File: config.mk
export PLATFORM = sky130hd
export DESIGN_NAME = sync_timing_rx
export DESIGN_NICKNAME = d
export VERILOG_FILES = /design/src/rtl/video_timing_pkg.sv /design/src/rtl/sync_edge_det.sv /design/src/rtl/sync_timing_rx.sv
export SDC_FILE = /design/constraint.sdc
export NUM_CORES = 1
export LEC_CHECK = 0
export CAP_MARGIN = 0
export CORE_ASPECT_RATIO = 0.7
export CORE_MARGIN = 3
export CORE_UTILIZATION = 45
export CTS_BUF_LIST = sky130_fd_sc_hd__clkbuf_8
export DETAILED_ROUTE_END_ITERATION = 16
export PLACE_DENSITY_LB_ADDON = 0.15
export SETUP_SLACK_MARGIN = 0.3
export SLEW_MARGIN = 30
export SYNTH_ARGS = -nofsm -noshare
export SYNTH_HDL_FRONTEND = slang
export SYNTH_SLANG_ARGS = --single-unit
export TNS_END_PERCENT = 5
File: constraint.sdc
create_clock -name clk25m -period 7.99 [get_ports clk25m]
set_input_delay 1.9975 -clock clk25m [delete_from_list [all_inputs] [get_ports clk25m]]
set_output_delay 1.9975 -clock clk25m [all_outputs]
set_load 0.01 [all_outputs]
File: src/rtl/video_timing_pkg.sv
// Shared 640x480@60 timing constants and the sync receiver FSM state type,
// common to the timing generator and sync_timing_rx.
package video_timing_pkg;

    localparam int unsigned H_TOTAL_DEF  = 800;
    localparam int unsigned H_START_DEF  = 144;
    localparam int unsigned H_ACTIVE_DEF = 640;
    localparam int unsigned V_TOTAL_DEF  = 525;
    localparam int unsigned V_START_DEF  = 35;
    localparam int unsigned V_ACTIVE_DEF = 480;

    localparam logic [10:0] HCNT_MAX = 11'h7FF;

    typedef enum logic [1:0] {
        ST_SEARCH  = 2'd0,
        ST_MEASURE = 2'd1,
        ST_LOCKED  = 2'd2
    } rx_state_t;

    function automatic logic in_window(input logic [10:0] v,
                                       input logic [10:0] lo,
                                       input logic [10:0] hi);
        return (v >= lo) && (v < hi);
    endfunction

endpackage

File: src/rtl/sync_edge_det.sv
// Registers an active-low sync input once and flags its falling edge
// (registered high, input low) as a registered one-cycle pulse.
module sync_edge_det (
    input  logic clk_i,
    input  logic rst_n_i,
    input  logic sync_n_i,
    output logic fall_o
);

    logic sync_q;
    logic fall_q;

    always_ff @(posedge clk_i or negedge rst_n_i) begin
        if (!rst_n_i) begin
            sync_q <= 1'b1;
            fall_q <= 1'b0;
        end else begin
            sync_q <= sync_n_i;
            fall_q <= sync_q & ~sync_n_i;
        end
    end

    assign fall_o = fall_q;

endmodule

File: src/rtl/sync_timing_rx.sv
// Recovers pixel/line position from hsync_n/vsync_n and qualifies it with a lock FSM.
// Defining SYNC_TIMING_RX_STATS_EN adds the lock_loss_cnt output.
//   state      | meaning
//   ST_SEARCH  | no timing, waiting for a vsync edge
//   ST_MEASURE | timing one whole frame of line lengths and line count
//   ST_LOCKED  | timing verified every line and frame, outputs valid
module sync_timing_rx
    import video_timing_pkg::*;
#(
    parameter int unsigned H_TOTAL  = H_TOTAL_DEF,
    parameter int unsigned V_TOTAL  = V_TOTAL_DEF,
    parameter int unsigned H_START  = H_START_DEF,
    parameter int unsigned H_ACTIVE = H_ACTIVE_DEF,
    parameter int unsigned V_START  = V_START_DEF,
    parameter int unsigned V_ACTIVE = V_ACTIVE_DEF
) (
    input  logic        clk25m,
    input  logic        rst_n,
    input  logic        hsync_n,
    input  logic        vsync_n,
    output logic [9:0]  xpos,
    output logic [9:0]  ypos,
    output logic        active,
    output logic        locked,
    output logic        frame_start
`ifdef SYNC_TIMING_RX_STATS_EN
    ,
    output logic [15:0] lock_loss_cnt
`endif
);

    localparam logic [11:0] H_LEN = 12'(H_TOTAL);
    localparam logic [10:0] V_LEN = 11'(V_TOTAL);
    localparam logic [10:0] H_LO  = 11'(H_START);
    localparam logic [10:0] H_HI  = 11'(H_START + H_ACTIVE);
    localparam logic [10:0] V_LO  = 11'(V_START);
    localparam logic [10:0] V_HI  = 11'(V_START + V_ACTIVE);

    logic        hs_fall;
    logic        vs_fall;
    rx_state_t   state_q, state_d;
    logic [10:0] hcnt_q, hcnt_d;
    logic [9:0]  vcnt_q, vcnt_d;
    logic        line_ok;
    logic        frame_ok;
    logic        sync_lost;
    logic        active_d, active_q;
    logic [9:0]  xpos_d, xpos_q;
    logic [9:0]  ypos_d, ypos_q;
    logic        frame_start_d, frame_start_q;
    logic        locked_q;

    sync_edge_det u_hs_det (
        .clk_i    (clk25m),
        .rst_n_i  (rst_n),
        .sync_n_i (hsync_n),
        .fall_o   (hs_fall)
    );

    sync_edge_det u_vs_det (
        .clk_i    (clk25m),
        .rst_n_i  (rst_n),
        .sync_n_i (vsync_n),
        .fall_o   (vs_fall)
    );

    // The count seen on an edge is one short of the interval it closes.
    assign line_ok   = ({1'b0, hcnt_q} + 12'd1) == H_LEN;
    assign frame_ok  = ({1'b0, vcnt_q} + 11'd1) == V_LEN;
    assign sync_lost = (hcnt_q == HCNT_MAX);

    always_comb begin
        hcnt_d = hcnt_q;
        vcnt_d = vcnt_q;
        if (hs_fall) begin
            hcnt_d = '0;
        end else if (!sync_lost) begin
            hcnt_d = hcnt_q + 11'd1;
        end
        if (vs_fall) begin
            vcnt_d = '0;
        end else if (hs_fall) begin
            vcnt_d = vcnt_q + 10'd1;
        end
    end

    always_comb begin
        state_d = state_q;
        unique case (state_q)
            ST_SEARCH: begin
                if (vs_fall) state_d = ST_MEASURE;
            end
            ST_MEASURE: begin
                if (hs_fall && !line_ok) begin
                    state_d = ST_SEARCH;
                end else if (vs_fall) begin
                    state_d = frame_ok ? ST_LOCKED : ST_MEASURE;
                end
            end
            ST_LOCKED: begin
                if ((hs_fall && !line_ok) || (vs_fall && !frame_ok)) state_d = ST_SEARCH;
            end
            default: state_d = ST_SEARCH;
        endcase
        if (sync_lost) state_d = ST_SEARCH;
    end

    // Outputs are registered from next-state values so they line up with hcnt/vcnt.
    always_comb begin
        active_d = (state_d == ST_LOCKED)
                   && in_window(hcnt_d, H_LO, H_HI)
                   && in_window({1'b0, vcnt_d}, V_LO, V_HI);
        xpos_d = '0;
        ypos_d = '0;
        if (active_d) begin
            xpos_d = 10'(hcnt_d - H_LO);
            ypos_d = 10'({1'b0, vcnt_d} - V_LO);
        end
        frame_start_d = (state_q == ST_LOCKED) && vs_fall;
    end

    always_ff @(posedge clk25m or negedge rst_n) begin
        if (!rst_n) begin
            state_q       <= ST_SEARCH;
            hcnt_q        <= '0;
            vcnt_q        <= '0;
            active_q      <= 1'b0;
            xpos_q        <= '0;
            ypos_q        <= '0;
            locked_q      <= 1'b0;
            frame_start_q <= 1'b0;
        end else begin
            state_q       <= state_d;
            hcnt_q        <= hcnt_d;
            vcnt_q        <= vcnt_d;
            active_q      <= active_d;
            xpos_q        <= xpos_d;
            ypos_q        <= ypos_d;
            locked_q      <= (state_d == ST_LOCKED);
            frame_start_q <= frame_start_d;
        end
    end

    assign xpos        = xpos_q;
    assign ypos        = ypos_q;
    assign active      = active_q;
    assign locked      = locked_q;
    assign frame_start = frame_start_q;

`ifdef SYNC_TIMING_RX_STATS_EN
    logic [15:0] loss_cnt_q;

    always_ff @(posedge clk25m or negedge rst_n) begin
        if (!rst_n) begin
            loss_cnt_q <= '0;
        end else if ((state_q == ST_LOCKED) && (state_d == ST_SEARCH)
                     && (loss_cnt_q != 16'hFFFF)) begin
            loss_cnt_q <= loss_cnt_q + 16'd1;
        end
    end

    assign lock_loss_cnt = loss_cnt_q;
`endif

endmodule

==> results of run 1 <==
[worst reg2reg max path, cell delays in order, from the launching register on]
cell      delay, ns
dfrtp_1        0.52
ha_1           0.36
and3_1         0.40
nor2_1         0.10
nor3_1         0.48
ha_1           0.25
o211ai_1       0.09
or4b_1         0.51
nand3_1        0.19
nand4_4        0.30
a21oi_1        0.25
[layer usage]
layer  share of wire  up-vias
li1                -     1017
met1            0.54      994
met2            0.39       77
met3           0.062        7
met4           0.010        0
met5               0        -
[final cells by class]
| cell class | instances | area [sq um] | share of cell area |
|---|---|---|---|
| clock buffer | 8 | 110 | 0.0352 |
| tap | 75 | 93.8 | 0.0300 |
| inverter | 10 | 37.5 | 0.0120 |
| timing repair buffer | 27 | 263 | 0.0840 |
| sequential | 50 | 1250 | 0.401 |
| multi-input combinational | 199 | 1370 | 0.438 |
[cell families after synthesis]
family | after synthesis
AOI/OAI and AO/OA | 49
xor gates and xnor gates | 20
adders and majority gates | 6
buffers and inverters | 27
DFF | 50
muxes | 6
and+or+nand+nor | 118
[flip-flops by register name, summed over array words and instances, names as in the netlist]
name,cells
u_vs_det.fall_o,1
hcnt_q,11
u_vs_det.sync_q,1
ypos,10
u_hs_det.sync_q,1
vcnt_q,10
xpos,10
active,1
u_hs_det.fall_o,1
frame_start,1
locked,1
state_q,2
[power by group through the flow]
stage | clock [mW] | sequential (mW) | combinational, mW
after floorplan | 0 | 0.287 | 0.0704
after global placement | 0 | 0.298 | 0.0880
after detailed placement | 0 | 0.298 | 0.0864
after CTS | 0.178 | 0.294 | 0.0871
after global routing | 0.185 | 0.299 | 0.0980
final | 0.169 | 0.295 | 0.0874
[per-stage QoR]
stage	power [mW]	utilization	instance area (sq um)	hold WS, ns
3_3_place_gp	0.386	0.517	3020	0.463
4_1_cts	0.558	0.536	3130	0.474
6_report	0.551	0.536	3130	0.471
5_1_grt	0.582	0.536	3130	0.491
2_1_floorplan	0.358	-	2760	0.431
3_5_place_dp	0.385	0.517	3020	0.458
[worst min path at each step]
| stage | start | to | slack [ns] | cells past startpoint |
|---|---|---|---|---|
| floorplan | state_q[1]$_DFF_PN0_ | state_q[0]$_DFF_PN0_ | 0.43 | 1 |
| global placement | state_q[1]$_DFF_PN0_ | state_q[0]$_DFF_PN0_ | 0.46 | 1 |
| detailed placement | state_q[1]$_DFF_PN0_ | state_q[0]$_DFF_PN0_ | 0.46 | 1 |
| CTS | state_q[1]$_DFF_PN0_ | state_q[0]$_DFF_PN0_ | 0.47 | 1 |
| global route | state_q[1]$_DFF_PN0_ | state_q[0]$_DFF_PN0_ | 0.49 | 1 |
| finish | state_q[1]$_DFF_PN0_ | state_q[0]$_DFF_PN0_ | 0.47 | 1 |
[synthesized netlist by cell type, types with 4 or more instances]
library cell	number
nor3_1	14
xor2_1	5
a211oi_1	4
nor2b_1	7
nand3_1	10
nand2_1	12
nor2_2	9
nor2_1	28
o21ai_0	5
clkbuf_1	4
dfrtp_1	48
ha_1	6
xnor2_1	15
buf_2	6
a21oi_1	11
and3_1	6
nand4_1	7
or3_1	5
inv_1	10
==> summary.txt, run 1 <==
Run status
  • Status: finished clean

STA
  • Final period demand of the worst path: 3.53 ns
  • Fin Setup TNS: 0 ns
  • RSZ-0062 raised after global routing: no
  • Crit path setup slack, layout: 4.46 ns
  • Max_slew headroom: 0.454
  • Period utilization: 0.441
  • Fin. Hold Viols: 0
  • Slew @ Worst Pin: 0.819 ns
  • Fin. max-slew vios: 0
  • Final Setup Violations: 0
  • Skew final: 0.00509 ns
  • Max Clk Rate: 283 MHz

Worst setup path
  • Crit path from: hcnt_q[0]$_DFF_PN0_
  • Worst Setup Start Kind: flip-flop
  • CP most frequent cell: ha_1
  • Worst path max stage delay: 0.52 ns
  • Reg2Reg Depth: 10
  • CP arrival: 3.74 ns
  • WP depth: 10
  • Reg2reg start: hcnt_q[0]$_DFF_PN0_
  • Reg-to-Reg End: xpos[8]$_DFF_PN0_
  • Reg2reg setup slack: 4.46 ns
  • Cells along the critical path: ha_1 -> and3_1 -> nor2_1 -> nor3_1 -> ha_1 -> o211ai_1 -> or4b_1 -> nand3_1 -> nand4_4 -> a21oi_1
  • Critical path's top delay family: simple AND/OR/NAND/NOR gates
  • Crit path capture type: flip-flop
  • Worst path slowest cell: dfrtp_1
  • WS Path Type: reg -> reg
  • Critical Path End: xpos[8]$_DFF_PN0_
  • CP Max Fanout: 14
  • Worst Path Buf+Inv: 0
  • CP required: 8.21 ns

Logic synthesis
  • FF+latch count, synth: 50
  • Post-synth EDFFs: 0
  • Syn Inst Count: 276
  • Post-Synth Simple-Gate Area: 0.242
  • Synthesized area per cell: 10.0 sq um
  • Largest cells by area after synthesis: dfrtp_1 (43%), xnor2_1 (4.8%), nor2_1 (3.8%)
  • Multiplexer area fraction after synthesis: 0.0244
  • Yosys warns: 0
  • XOR/XNOR Fraction of Synth Area: 0.0634
  • Count of different cell masters after synthesis: 64
  • Synth Area in Compound Gates: 0.139
  • Adder-cell share of the synthesized area: 0.0272
  • Synth top area share: 0.435
  • Post-synth ARST share: 1.00
  • Post-synth top area cell: dfrtp_1
  • Seq/Total Area, Yosys: 0.454
  • Post-Syn Nets: 286
  • Dominant synthesized flop cell: dfrtp_1
  • Mapped Area: 2760 sq um
  • Combinational family with the most area after synthesis: simple AND/OR/NAND/NOR gates

Clocking
  • Clock Latency Late Sink: 0.30 ns
  • CTS sink count: 50
  • Post-CTS Setup Bufs: 0
  • CTS buffer count: 5
  • Clock-pin slew on the worst setup and hold paths: 0.09 ns
  • # resized after CTS: 0
  • Clock tree buffer depth: 2
  • Hold buffer count at CTS: 0
  • Clk Tree Root Cell: clkbuf_8
  • CTS tree: yes
  • H-tree level count: 2

Layout
  • Most frequent cells in the layout: dfrtp_1 (48), nor2_1 (28), clkdlybuf4s50_1 (25), xnor2_1 (15), nor3_1 (14)
  • Ant diodes: 0
  • Fin cells: 369
  • Fillers: 544
  • Share of post-route cells with drive strength above 1: 0.122
  • Nets@finish: 303
  • Area Growth Syn to Fin: 13.2%
  • Most common cell after layout, fill and taps aside: dfrtp_1

Min path
  • Hold WC Path Type: reg -> reg

Power
  • Switching Fraction: 0.287
  • Power Density: 176 nW/um^2
  • Lkg Pwr: 1.36 nW
  • Sequential share of power: 0.535
  • Switching power: 158 uW
  • Logic gate share of total power: 0.159
  • Maximum vdd drop: 0.100 mV
  • Clock power share: 0.306
  • Power Internal: 393 uW

Global route
  • Vias in the first global route: 2011
  • GRT busiest layer: met1
  • Initial antenna violation count: 0
  • First-pass GRT wire length: 10.1 mm
  • Grt ovf: 0
  • GRT Total Usage: 0.180
  • GR Layer Usage met2: 0.233
  • Met1 Use GR: 0.297
  • M3 GR Usage: 0.0389
  • Largest net degree at the start of global routing: 51

Placed design
  • Placed cells: 361
  • Placer Congestion: 0.845
  • Number of port buffers: 26
  • HPWL after DPL: 4.21 mm
  • Post-Place Setup Slack: 4.57 ns

Drt
  • Drt first pass iters: 4
  • Detailed Route Iter0 Violations: 222
  • Routed WL: 6.00 mm
  • DR vias/cell: 5.68
  • Detailed-route wire length per cell: 16.3 um
  • Count of antenna-violating nets left after detailed routing: 0
  • Via count of the routed design: 2095
  • DRC violation count after routing: 0

Floorplanning
  • Core area: 5840 sq um
  • Die area: 7130 sq um
  • Ports: 27
  • Die width: 99.7 um
  • Initial Utilization: 0.473
  • Row cnt: 23
  • Chip height: 71.6 um

Run
  • Max cap viols: 0
No activity file was read; power rests on OpenSTA's default activity.
==> inputs of run 2 (changes only) <==
clock period = 3.1 ns   (was 7.99 ns; I/O delays follow)
==> summary.txt, run 2 (synthesized netlist as in run 1, its figures left out) <==
Floorplanning
  • Row cnt: 23
  • Chip height: 71.6 um
  • Initial Utilization: 0.473
  • Core area: 5840 sq um
  • Ports: 27
  • Die area: 7130 sq um
  • Die width: 99.7 um

STA
  • Final Setup Violations: 0
  • RSZ-0062 raised after global routing: yes
  • Skew final: 0.00720 ns
  • Slew @ Worst Pin: 0.812 ns
  • Worst hold slack: 0.491 ns
  • Fin. max-slew vios: 0
  • Max_slew headroom: 0.459
  • Fin Setup TNS: 0 ns
  • Final period demand of the worst path: 2.82 ns
  • Crit path setup slack, layout: 0.280 ns
  • Fin. Hold Viols: 0
  • Max Clk Rate: 355 MHz
  • Period utilization: 0.910

Clocking
  • CTS tree: yes
  • H-tree level count: 2
  • CTS buffer count: 5
  • Clock-pin slew on the worst setup and hold paths: 0.09 ns
  • CTS sink count: 50
  • Hold buffer count at CTS: 0
  • Clock tree buffer depth: 2
  • Clock Latency Late Sink: 0.30 ns
  • Clk Tree Root Cell: clkbuf_8

Layout
  • Area of the multi-input gates: 1450 sq um
  • Most frequent cells in the layout: dfrtp_1 (42), nor2_1 (26), clkdlybuf4s50_1 (25), buf_4 (21), xnor2_1 (15)
  • Ant diodes: 0
  • Most flops, register: hcnt_q
  • Reg area: 1260 sq um
  • Fin cells: 392
  • Share of post-route cells with drive strength above 1: 0.240
  • Area Growth Syn to Fin: 23.8%
  • Final core occ: 0.586
  • Most common cell after layout, fill and taps aside: dfrtp_1
  • Nets@finish: 326
  • Largest register FFs: 11
  • Fillers: 490

Worst setup path
  • Reg2reg setup slack: 0.28 ns
  • WP depth: 11
  • Reg2Reg Depth: 11
  • WS Path Type: reg -> reg
  • Worst Path Buf+Inv: 2
  • Worst path slowest cell: or4_4
  • Crit path capture type: flip-flop
  • CP arrival: 3.06 ns
  • Critical path's top delay family: simple AND/OR/NAND/NOR gates
  • Worst Setup Start Kind: flip-flop
  • Worst path max stage delay: 0.54 ns
  • Cells along the critical path: inv_2 -> ha_4 -> mux2i_1 -> nor2_1 -> ha_2 -> or4_4 -> or2_4 -> o22ai_4 -> nand4_4 -> clkbuf_16 -> nor2_2
  • CP Max Fanout: 6
  • CP required: 3.34 ns
  • Reg2reg start: vcnt_q[0]$_DFF_PN0_
  • Reg-to-Reg End: xpos[5]$_DFF_PN0_

Power
  • Logic gate share of total power: 0.209
  • Maximum vdd drop: 0.203 mV
  • Sequential share of power: 0.500
  • Power Internal: 1.06 mW
  • Power Density: 437 nW/um^2
  • Switching Fraction: 0.290
  • Lkg Pwr: 1.49 nW
  • Switching power: 433 uW
  • Clock power share: 0.291

Global route
  • GRT Total Usage: 0.189
  • Initial antenna violation count: 0
  • Largest net degree at the start of global routing: 38
  • Vias in the first global route: 1971
  • First-pass GRT wire length: 10.5 mm
  • Grt ovf: 0

Placed design
  • Placer Congestion: 0.878
  • Post-Place Setup Slack: 0.160 ns
  • Placed cells: 374
  • HPWL after DPL: 4.66 mm
  • Number of port buffers: 26

Drt
  • Drt first pass iters: 4
  • Via count of the routed design: 2224
  • Detailed-route wire length per cell: 16.5 um
  • Detailed Route Iter0 Violations: 203
  • DR vias/cell: 5.67
  • Count of antenna-violating nets left after detailed routing: 0
  • DRC violation count after routing: 0
  • Routed WL: 6.49 mm

Run
  • Max cap viols: 0

Min path
  • Hold Path Stages: 1
  • Hold Path End: state_q[0]$_DFF_PN0_
  • Hold WC Path Type: reg -> reg
  • Hold Startpoint: state_q[1]$_DFF_PN0_

Run status
  • Status: finished clean
-- run 2: changes by cell type in the layout (fill, tap and decap cells not counted), sizes merged --
cell	before	now
clkbuf	8	9
buf	2	24
-- run 2: area by class of cell --
type,instances,share of cell area
Clock buffer,8,0.0322
Inverter,10,0.0110
Multi-Input combinational cell,199,0.424
Sequential cell,50,0.369
Tap cell,75,0.0274
Timing Repair Buffer,50,0.137
-- run 2: worst max path at each step --
stage | start | end | slack, ns
after floorplan | hcnt_q[1]$_DFF_PN0_ | ypos[5]$_DFF_PN0_ | 0.31
after global placement | hcnt_q[0]$_DFF_PN0_ | xpos[0]$_DFF_PN0_ | 0.22
after detailed placement | vcnt_q[0]$_DFF_PN0_ | ypos[7]$_DFF_PN0_ | 0.16
after CTS | vcnt_q[0]$_DFF_PN0_ | ypos[7]$_DFF_PN0_ | 0.28
after global routing | vcnt_q[0]$_DFF_PN0_ | xpos[1]$_DFF_PN0_ | 0.16
final | vcnt_q[0]$_DFF_PN0_ | xpos[5]$_DFF_PN0_ | 0.28
-- run 2: worst reg2reg max path, delay by kind of cell (launching register included) --
kind                     cells  cell delay, ns
AND/OR/NAND/NOR              5            1.22
flip-flops                   1            0.46
adder cells (fa/ha/maj)      2            0.41
buffers and inverters        2            0.32
multiplexers                 1            0.20
AO/OA/AOI/OAI                1            0.15
-- run 2: repair_timing --
action,4_1_cts,5_1_grt
resized for setup,3,24
pin swaps,2,9
setup buffers,3,6
endpoints found under the setup margin,15,21
cloned,0,1
-- run 2: through the flow --
stage	cell area [sq um]	total power, mW
4_1_cts	3260	1.46
3_3_place_gp	3120	1.01
3_5_place_dp	3120	1.02
5_1_grt	3420	1.58
2_1_floorplan	2770	0.923
6_report	3420	1.49
-- run 2: metal layers --
metal | vias up | wire, um | track usage
met5 | - | 0 | 0
li1 | 1053 | - | -
met4 | 0 | 24 | 0.0364
met2 | 80 | 2560 | 0.243
met3 | 2 | 457 | 0.0370
met1 | 1089 | 3440 | 0.320
-- run 2: power by group through the flow --
stage / combinational [mW] / sequential, mW / clock [mW]
finish: 0.312 / 0.747 / 0.436
floorplan: 0.182 / 0.741 / 0
CTS: 0.276 / 0.740 / 0.446
detailed placement: 0.264 / 0.753 / 0
global route: 0.347 / 0.752 / 0.480
global placement: 0.260 / 0.753 / 0
